$ cat src/rtl/hamming_encode_engine_if.sv
// Byte-wide single-port data memory bus between the Hamming encode engine
// (master) and the data memory (slave).
//   mem_addr  : byte address, driven by the master
//   mem_rd_en : read strobe; mem_rdata is valid one cycle later
//   mem_rdata : read data, driven by the memory
//   mem_wr_en : write strobe; mem_wdata is written at the clock edge
//   mem_wdata : write data, driven by the master
interface hamming_encode_engine_if #(
    parameter int AW = 8
);
    logic [AW-1:0] mem_addr;
    logic          mem_rd_en;
    logic [7:0]    mem_rdata;
    logic          mem_wr_en;
    logic [7:0]    mem_wdata;

    modport master (
        output mem_addr,
        output mem_rd_en,
        input  mem_rdata,
        output mem_wr_en,
        output mem_wdata
    );

    modport slave (
        input  mem_addr,
        input  mem_rd_en,
        output mem_rdata,
        input  mem_wr_en,
        input  mem_wdata
    );
endinterface

$ cat src/rtl/hamming_encode_engine.sv
// SECDED Hamming(16,11) encoder engine. On start it walks NUM_WORDS raw
// 11-bit messages (two bytes each at SRC_BASE), computes the parity bits
// and writes the 16-bit encoded words (low byte first) at DST_BASE.
// Five cycles per message: RD_LO, RD_HI, CAP, WR_LO, WR_HI.
// Ports:
//   i_clk   : system clock, rising edge
//   i_reset : synchronous, active-high reset
//   i_start : single-cycle request to begin a pass (IDLE/DONE only)
//   mem     : memory bus master (address, read/write strobes, data)
//   o_busy  : high while a pass is in progress
//   o_halt  : done flag, sticky until the next accepted start or reset
module hamming_encode_engine #(
    parameter int NUM_WORDS = 15,
    parameter int SRC_BASE  = 0,
    parameter int DST_BASE  = 30,
    parameter int AW        = 8
) (
    input  logic                           i_clk,
    input  logic                           i_reset,
    input  logic                           i_start,
    hamming_encode_engine_if.master        mem,
    output logic                           o_busy,
    output logic                           o_halt
);
    localparam int IW = (NUM_WORDS > 1) ? $clog2(NUM_WORDS) : 1;
    localparam logic [AW-1:0] SRC_A  = AW'(SRC_BASE);
    localparam logic [AW-1:0] DST_A  = AW'(DST_BASE);
    localparam logic [IW-1:0] LAST_I = IW'(NUM_WORDS - 1);

    typedef enum logic [2:0] {
        S_IDLE  = 3'd0,
        S_RD_LO = 3'd1,
        S_RD_HI = 3'd2,
        S_CAP   = 3'd3,
        S_WR_LO = 3'd4,
        S_WR_HI = 3'd5,
        S_DONE  = 3'd6
    } state_t;

    // Encoded word layout {d[11:5], p8, d[4:2], p4, d1, p2, p1, p0}.
    function automatic logic [15:0] f_encode(input logic [11:1] d);
        logic p8, p4, p2, p1, p0;
        p8 = ^d[11:5];
        p4 = (^d[11:8]) ^ (^d[4:2]);
        p2 = d[11] ^ d[10] ^ d[7] ^ d[6] ^ d[4] ^ d[3] ^ d[1];
        p1 = d[11] ^ d[9] ^ d[7] ^ d[5] ^ d[4] ^ d[2] ^ d[1];
        p0 = (^d[11:1]) ^ p8 ^ p4 ^ p2 ^ p1;
        return {d[11:5], p8, d[4:2], p4, d[1], p2, p1, p0};
    endfunction

    state_t        r_state, w_state_nx;
    logic [IW-1:0] r_idx, w_idx_nx, w_idx_inc;
    logic [AW-1:0] r_addr, w_addr_nx;
    logic          r_rd_en, w_rd_en_nx;
    logic          r_wr_en, w_wr_en_nx;
    logic [7:0]    r_wdata, w_wdata_nx;
    logic          r_busy, w_busy_nx;
    logic          r_halt, w_halt_nx;
    logic [7:0]    r_lo, w_lo_nx;
    logic [2:0]    r_hi, w_hi_nx;
    logic [AW-1:0] w_off, w_off_inc;
    logic [15:0]   w_enc_cap, w_enc_reg;
    logic          w_unused_rdata;

    // Upper bits of the message high byte carry no data.
    assign w_unused_rdata = ^mem.mem_rdata[7:3];

    assign w_idx_inc = r_idx + {{(IW-1){1'b0}}, 1'b1};
    assign w_off     = AW'({r_idx, 1'b0});
    assign w_off_inc = AW'({w_idx_inc, 1'b0});
    // In CAP the high byte is still on the read bus, so the low encoded byte
    // for WR_LO is built from it directly; WR_HI uses the captured copy.
    assign w_enc_cap = f_encode({mem.mem_rdata[2:0], r_lo});
    assign w_enc_reg = f_encode({r_hi, r_lo});

    // State, index, captured message and registered outputs.
    always_ff @(posedge i_clk) begin
        if (i_reset) begin
            r_state <= S_IDLE;
            r_idx   <= '0;
            r_addr  <= '0;
            r_rd_en <= 1'b0;
            r_wr_en <= 1'b0;
            r_wdata <= 8'h00;
            r_busy  <= 1'b0;
            r_halt  <= 1'b0;
            r_lo    <= 8'h00;
            r_hi    <= 3'b000;
        end else begin
            r_state <= w_state_nx;
            r_idx   <= w_idx_nx;
            r_addr  <= w_addr_nx;
            r_rd_en <= w_rd_en_nx;
            r_wr_en <= w_wr_en_nx;
            r_wdata <= w_wdata_nx;
            r_busy  <= w_busy_nx;
            r_halt  <= w_halt_nx;
            r_lo    <= w_lo_nx;
            r_hi    <= w_hi_nx;
        end
    end

    // Next state and next values of the registered outputs.
    always_comb begin
        w_state_nx = r_state;
        w_idx_nx   = r_idx;
        w_addr_nx  = r_addr;
        w_rd_en_nx = 1'b0;
        w_wr_en_nx = 1'b0;
        w_wdata_nx = r_wdata;
        w_lo_nx    = r_lo;
        w_hi_nx    = r_hi;
        case (r_state)
            S_IDLE, S_DONE: begin
                if (i_start) begin
                    w_state_nx = S_RD_LO;
                    w_idx_nx   = '0;
                    w_addr_nx  = SRC_A;
                    w_rd_en_nx = 1'b1;
                end else begin
                    w_state_nx = r_state;
                end
            end
            S_RD_LO: begin
                w_state_nx = S_RD_HI;
                w_addr_nx  = SRC_A + w_off + {{(AW-1){1'b0}}, 1'b1};
                w_rd_en_nx = 1'b1;
            end
            S_RD_HI: begin
                w_state_nx = S_CAP;
                w_lo_nx    = mem.mem_rdata;
            end
            S_CAP: begin
                w_state_nx = S_WR_LO;
                w_hi_nx    = mem.mem_rdata[2:0];
                w_addr_nx  = DST_A + w_off;
                w_wr_en_nx = 1'b1;
                w_wdata_nx = w_enc_cap[7:0];
            end
            S_WR_LO: begin
                w_state_nx = S_WR_HI;
                w_addr_nx  = DST_A + w_off + {{(AW-1){1'b0}}, 1'b1};
                w_wr_en_nx = 1'b1;
                w_wdata_nx = w_enc_reg[15:8];
            end
            S_WR_HI: begin
                if (r_idx == LAST_I) begin
                    w_state_nx = S_DONE;
                end else begin
                    w_state_nx = S_RD_LO;
                    w_idx_nx   = w_idx_inc;
                    w_addr_nx  = SRC_A + w_off_inc;
                    w_rd_en_nx = 1'b1;
                end
            end
            default: begin
                w_state_nx = S_IDLE;
                w_idx_nx   = '0;
            end
        endcase
        w_busy_nx = (w_state_nx != S_IDLE) && (w_state_nx != S_DONE);
        w_halt_nx = (w_state_nx == S_DONE);
    end

    assign mem.mem_addr  = r_addr;
    assign mem.mem_rd_en = r_rd_en;
    assign mem.mem_wr_en = r_wr_en;
    assign mem.mem_wdata = r_wdata;
    assign o_busy        = r_busy;
    assign o_halt        = r_halt;
endmodule

$ cat src/flat_wrapper.sv
// flat-port wrapper written by rule: the top's interface ports become plain ports
module hamming_encode_engine_flat 
#(
    parameter int NUM_WORDS = 15,
    parameter int SRC_BASE  = 0,
    parameter int DST_BASE  = 30,
    parameter int AW        = 8
)
  (i_clk, i_reset, i_start, o_busy, o_halt, mem_mem_addr, mem_mem_rd_en, mem_mem_rdata, mem_mem_wr_en, mem_mem_wdata);
  hamming_encode_engine_if #(.AW(AW)) mem_i ();
  input  logic i_clk;
  input  logic i_reset;
  input  logic i_start;
  output logic o_busy;
  output logic o_halt;
  output wire logic [$bits(mem_i.mem_addr)-1:0] mem_mem_addr;
  output wire logic [$bits(mem_i.mem_rd_en)-1:0] mem_mem_rd_en;
  input wire logic [$bits(mem_i.mem_rdata)-1:0] mem_mem_rdata;
  output wire logic [$bits(mem_i.mem_wr_en)-1:0] mem_mem_wr_en;
  output wire logic [$bits(mem_i.mem_wdata)-1:0] mem_mem_wdata;
  assign mem_mem_addr = mem_i.mem_addr;
  assign mem_mem_rd_en = mem_i.mem_rd_en;
  assign mem_i.mem_rdata = mem_mem_rdata;
  assign mem_mem_wr_en = mem_i.mem_wr_en;
  assign mem_mem_wdata = mem_i.mem_wdata;
  hamming_encode_engine #(.NUM_WORDS(NUM_WORDS), .SRC_BASE(SRC_BASE), .DST_BASE(DST_BASE), .AW(AW)) u_core (.i_clk(i_clk), .i_reset(i_reset), .i_start(i_start), .mem(mem_i), .o_busy(o_busy), .o_halt(o_halt));
endmodule
$ cat config.mk
export PLATFORM = sky130hd
export DESIGN_NAME = hamming_encode_engine_flat
export DESIGN_NICKNAME = d
export VERILOG_FILES = /design/src/rtl/hamming_encode_engine_if.sv /design/src/rtl/hamming_encode_engine.sv /design/src/flat_wrapper.sv
export SDC_FILE = /design/constraint.sdc
export NUM_CORES = 1
export LEC_CHECK = 0
export ABC_CLOCK_PERIOD_IN_PS = 3100
export BUFFER_PORTS_ARGS = -buffer_cell sky130_fd_sc_hd__buf_2
export CAP_MARGIN = 25
export CORE_ASPECT_RATIO = 0.6
export CORE_MARGIN = 2
export CORE_UTILIZATION = 25
export DETAILED_ROUTE_END_ITERATION = 6
export PLACE_DENSITY = 0.4
export SLEW_MARGIN = 0
export SYNTH_ARGS = -nofsm -noshare
export SYNTH_HDL_FRONTEND = slang
export SYNTH_SLANG_ARGS = --single-unit
$ cat constraint.sdc
create_clock -name i_clk -period 3.1 [get_ports i_clk]
set_input_delay 0.31 -clock i_clk [delete_from_list [all_inputs] [get_ports i_clk]]
set_output_delay 0.31 -clock i_clk [all_outputs]
set_load 0.05 [all_outputs]
# == Yosys cells after proc, flatten, opt, wreduce, memory -nomap -nowiden ==
# Cells that the tools add are included.
# classes
order_cmp,0
add_sub_neg,4
reduce_logical,15
muxes,14
multipliers,0
bitwise,18
n_eq_ne,11
shift,0
div_mod_pow,0
# op_table
cell,count
$pmux 8 s5,1
$pmux 3 s6,1
$xor 1x1->1,17
$mux 8,2
$pmux 8 s2,1
$reduce_xor 7->1,2
$eq 3x3->1 const B,4
$pmux 4 s3,1
$reduce_xor 11->1,1
$add 8x1->8 const B,1
$mux 4,2
$add 5x1->6 const B,1
$add 5x5->6 const A,1
$eq 3x2->1 const B,2
$mux 3,2
$reduce_and 3->1,2
$reduce_bool 5->1,1
$add 4x1->4 const B,1
$eq 4x4->1 const B,1
$ne 2x2->1 const B,2
$reduce_or 2->1,2
$reduce_or 4->1,1
$reduce_xor 4->1,1
$eq 3x1->1 const B,1
other kinds (9),11
# totals
input_bits,11
mem_bits_rw,0
word_cells,72
output_inout_bits,20
latchBits,0
mem_count,0
register_bits,38
mem_bits_ro,0

# == Depth between registers and ports, before layout ==
# depth
ltp_word,9
depth_mapped,7
mapped_depth_nobuf,7

# == Least setup slack after synthesis ==
# OpenSTA, ideal clock, no wires.
# synth_timing
kind,register to register
start,reg u_core.r_idx[0]
end,reg u_core.r_idx[1]
stages_incl_launch_ff,8
synth_period_minus_slack_ps,1718
n_path_buf,0
setup_ps,71
path_slack_ps,1382
t_arrival_ps,1648
t_required_ps,3029
path_cell_list,dfxtp_1 > inv_1 > ha_1 > and3_1 > o21ai_1 > a21oi_1 > or3b_1 > a21oi_1
# synth_via
elab_chain_cells,3
elab_cells_between_ends,6
classes_between,1 x add/sub; 2 x eq/ne; 2 x mux; 1 x reduce/logical
# synth_rtl
item,line,text
"start, declared",hamming_encode_engine.sv:52,"logic [IW-1:0] r_idx, w_idx_nx, w_idx_inc;"
"start signal, assigned",hamming_encode_engine.sv:91,r_idx <= w_idx_nx;
$add 4x1->4 or $eq 4x4->1 (tied branches),"hamming_encode_engine.sv:68, hamming_encode_engine.sv:147",
$mux 4 or $ne 2x2->1 (tied branches),--,
$pmux 4 s3 or $reduce_and 3->1 (tied branches),--,
# Parallel ways exist; a longest one is shown, timed or not. The select of a mux whose other input is x is not followed.
# A chain may end at the register's enable or synchronous reset.

# == Final worst setup path ==
# layout_timing
start,reg u_core.r_state[1]
end,reg u_core.r_wdata[0] (netlist: u_core.mem.mem_wdata[0])
# layout_via
elab_chain_cells,2
elab_cells_between_ends,4
classes_between,2 x eq/ne; 1 x mux; 1 x reduce/logical
# layout_rtl
item,line,text
"start, declared",hamming_encode_engine.sv:51,"state_t r_state, w_state_nx;"
"start signal, assigned",hamming_encode_engine.sv:90,r_state <= w_state_nx;
$eq 3x3->1 or $eq 3x2->1 (tied branches),hamming_encode_engine.sv:113,case (r_state)
$pmux 8 s2 or $reduce_bool 2->1 (tied branches),--,
"end signal, assigned",hamming_encode_engine.sv:95,r_wdata <= w_wdata_nx;
"end, declared",hamming_encode_engine.sv:56,"logic [7:0] r_wdata, w_wdata_nx;"
# Parallel ways exist; a longest one is shown, timed or not.

==> results.py <==
metrics = {
    "global_routing": {
        "grt_pass1_wl_um": 8597,
        "grt-ovfl-total": 0,
        "track_usage_pct": 13.57,
        "grt_max_degree": 25,
        "grt_pass1_vias": 1552,
        "antenna_found_initial": 0,
    },
    "floorplan": {
        "pin_count": 31,
        "core-area_um2": 7357,
        "die_w_um": 117.2,
        "die_area_um2": 8428,
        "initial_core_util_pct": 26.12,
        "die_h_um": 71.92,
        "rows": 24,
    },
    "synth": {
        "synthCells": 226,
        "syn-cell-area_um2": 1922,
        "ys_seq_area_share_pct": 37.50,
        "synth-seq-cells": 36,
        "ys_types": 46,
        "syn_area_per_cell_um2": 8.504,
        "yosysTopAreaCell": "dfxtp_1",
        "ys_top_cells_by_area": "dfxtp_1 (38%), xnor2_1 (9.1%), a21oi_1 (6.3%), mux2i_1 (5.7%), nand2_1 (5.1%)",
        "synth_warnings": 0,
        "synth_top_area_share_pct": 37.50,
    },
    "worst_setup_path": {
        "cp.arrival_ps": 2270,
        "path_class": "reg2reg",
        "start_kind": "flip-flop",
        "crit_required_ps": 3250,
        "path_cells": "and3b_1 > nor2_2 > a22oi_1 > o22ai_1",
        "worst_setup_path_end_kind": "flip-flop",
        "slowest_stage": "dfxtp_1",
        "cp_slowest_stage_delay_ps": 850,
        "crit_path_max_fanout": 24,
        "r2r_setup_slack_ps": 980,
    },
    "timing": {
        "hold_violations": 0,
        "min_period_over_period_pct": 68.42,
        "maxSlewHeadroom_pct": 45.56,
        "fin_ws_ps": 978.9,
        "finalClockSkew_ps": 2.644,
        "fmax_mhz": 471.5,
        "finalMaxSlewViolations": 0,
        "worst_pin_slew_ps": 815.4,
        "period_needed_ps": 2121,
        "finalSetupViolations": 0,
        "rsz0062_at_grt": "no",
        "tns_ps": 0,
    },
    "clock_tree": {
        "root_buffer": "clkbuf_16",
        "h-tree-depth": 2,
        "cts_resized": 0,
        "clk_latency_ps": 280,
        "cts_setup_buffers": 0,
        "cts_tree": "yes",
        "numCtsBuffers": 5,
        "clk_path_buf_depth": 2,
        "ctsHoldBuffers": 0,
        "clkTransAtPathRegs_ps": 50,
        "cts_sinks": 36,
    },
    "cells_and_area": {
        "final_common_cell": "dfxtp_1",
        "nets": 262,
        "drive_above_1_share_pct": 16.67,
        "antenna_cells": 0,
        "final_cell_area_um2": 2255,
        "final_core_util_pct": 30.65,
        "fill_cells": 810,
        "mostFrequentLayoutCells": "dfxtp_1 (36), buf_2 (28), nand2_1 (26)",
        "area_growth_pct": 17.32,
    },
    "power": {
        "finalPower_mw": 1.249,
        "switching_share_pct": 29.67,
        "power_density_nw_per_um2": 553.8,
        "p_leak_nw": 0.8368,
        "power_switching_uw": 370.4,
        "power_frac_seq_pct": 41.8,
        "clkPwrFrac_pct": 37.2,
        "internal_power_uw": 878.2,
        "comb_power_share_pct": 21.0,
        "ir_drop_v": 0.0002478,
    },
    "detailed_routing": {
        "drt_iter0_markers": 140,
        "drt-pass1-iter-count": 4,
        "viasPerCell": 4.606,
        "drc": 0,
        "num_vias": 1612,
        "wl_per_cell_um": 14.83,
        "totalWireLength_um": 5189,
        "ant_nets": 0,
    },
    "job": {
        "maxCapViolCount": 0,
    },
    "worst_hold_path": {
        "hold_path.class": "in2reg",
    },
    "placed_design": {
        "dp_worst_setup_slack_ps": 990.6,
        "hpwl_um": 3732,
        "globalplace.congestion": 0.7358,
        "io_buffer_count": 28,
        "place_area_um2": 2130,
    },
    "run_status": {
        "status": "finished, final reports clean",
    },
}
worst paths after layout:
path / from / end / cells past startpoint
setup / recovery: u_core.r_state[1] / u_core.mem.mem_wdata[0] / 4
hold / removal: mem_mem_rdata[4] / u_core.r_lo[4] / 3
setup reg to reg: u_core.r_state[1] / u_core.mem.mem_wdata[0] / 4
hold reg to reg: u_core.mem.mem_wdata[6] / u_core.mem.mem_wdata[6] / 2
through the flow:
step / hold WS, ps / cells
after floorplan: 446.0 / 227
after global placement: 446.1 / 345
after detailed placement: 448.0 / 345
after CTS: 267.2 / 350
after global routing: 278.3 / 350
final: 271.0 / 350
cells in the mapped netlist (all sizes together):
master / n
dfxtp: 36
nand2: 26
a21oi: 25
nor2: 20
xnor2: 20
buf: 13
mux2i: 11
o21ai: 10
a22oi: 9
inv: 5
nor2b: 4
o22ai: 4
clkbuf: 3
ha: 3
nand2b: 3
nand3: 3
nor3: 3
xor2: 3
a32o: 2
and3: 2
o22a: 2
or3b: 2
a2111o: 1
a211oi: 1
a21o: 1
a31oi: 1
a32oi: 1
a41o: 1
and2: 1
and3b: 1
conb: 1
mux2: 1
nand4: 1
nor3b: 1
o211ai: 1
o21bai: 1
o31ai: 1
or3: 1
xor3: 1
area by class of cell:
type                    instances  area, µm²  share of cell area, %
inverters                       5      18.77                 0.8324
multi-input cells             170       1105                  49.00
well taps                     104      130.1                  5.771
clock buffers                   5      125.1                  5.549
flip-flops and latches         36      720.7                  31.96
repair buffers                 30      155.1                  6.881
state kept, by name (all words and copies together), names as in the netlist:
register              cells
u_core.mem.mem_addr       6
u_core.o_busy             1
u_core.r_idx              4
u_core.mem.mem_wr_en      1
u_core.mem.mem_wdata      8
u_core.r_hi               3
u_core.r_state            3
u_core.mem.mem_rd_en      1
u_core.r_lo               8
u_core.o_halt             1
layer usage:
metal	global-route usage (%)	wire length, µm	vias up
met5	0	0	-
met4	3.137	14	0
met3	4.511	311	2
met2	16.22	1789	41
met1	22.28	3073	745
li1	-	-	824
power groups by stage:
| stage | registers (mW) | logic (mW) | clock network [mW] |
|---|---|---|---|
| floorplan | 0.548 | 0.193 | 0 |
| CTS | 0.522 | 0.264 | 0.481 |
| finish | 0.522 | 0.263 | 0.464 |
| global placement | 0.532 | 0.267 | 0 |
| detailed placement | 0.531 | 0.263 | 0 |
| global route | 0.526 | 0.293 | 0.500 |
worst max-delay path, delay by kind of cell (launching register included):
kind,cells,cell delay [ps]
AOI/OAI and AO/OA,2,320
DFF,1,850
and+or+nand+nor,2,810
logic make-up after synthesis:
group,after synthesis,synth area share (%)
and+or+nand+nor,68,17.19
adders and majority gates,3,1.953
DFF,36,37.50
xor gates and xnor gates,24,11.72
AOI/OAI and AO/OA,61,19.92
muxes,12,6.315
buffers and inverters,21,5.209
other,1,0.1951
No activity file was read; power rests on OpenSTA's default activity.
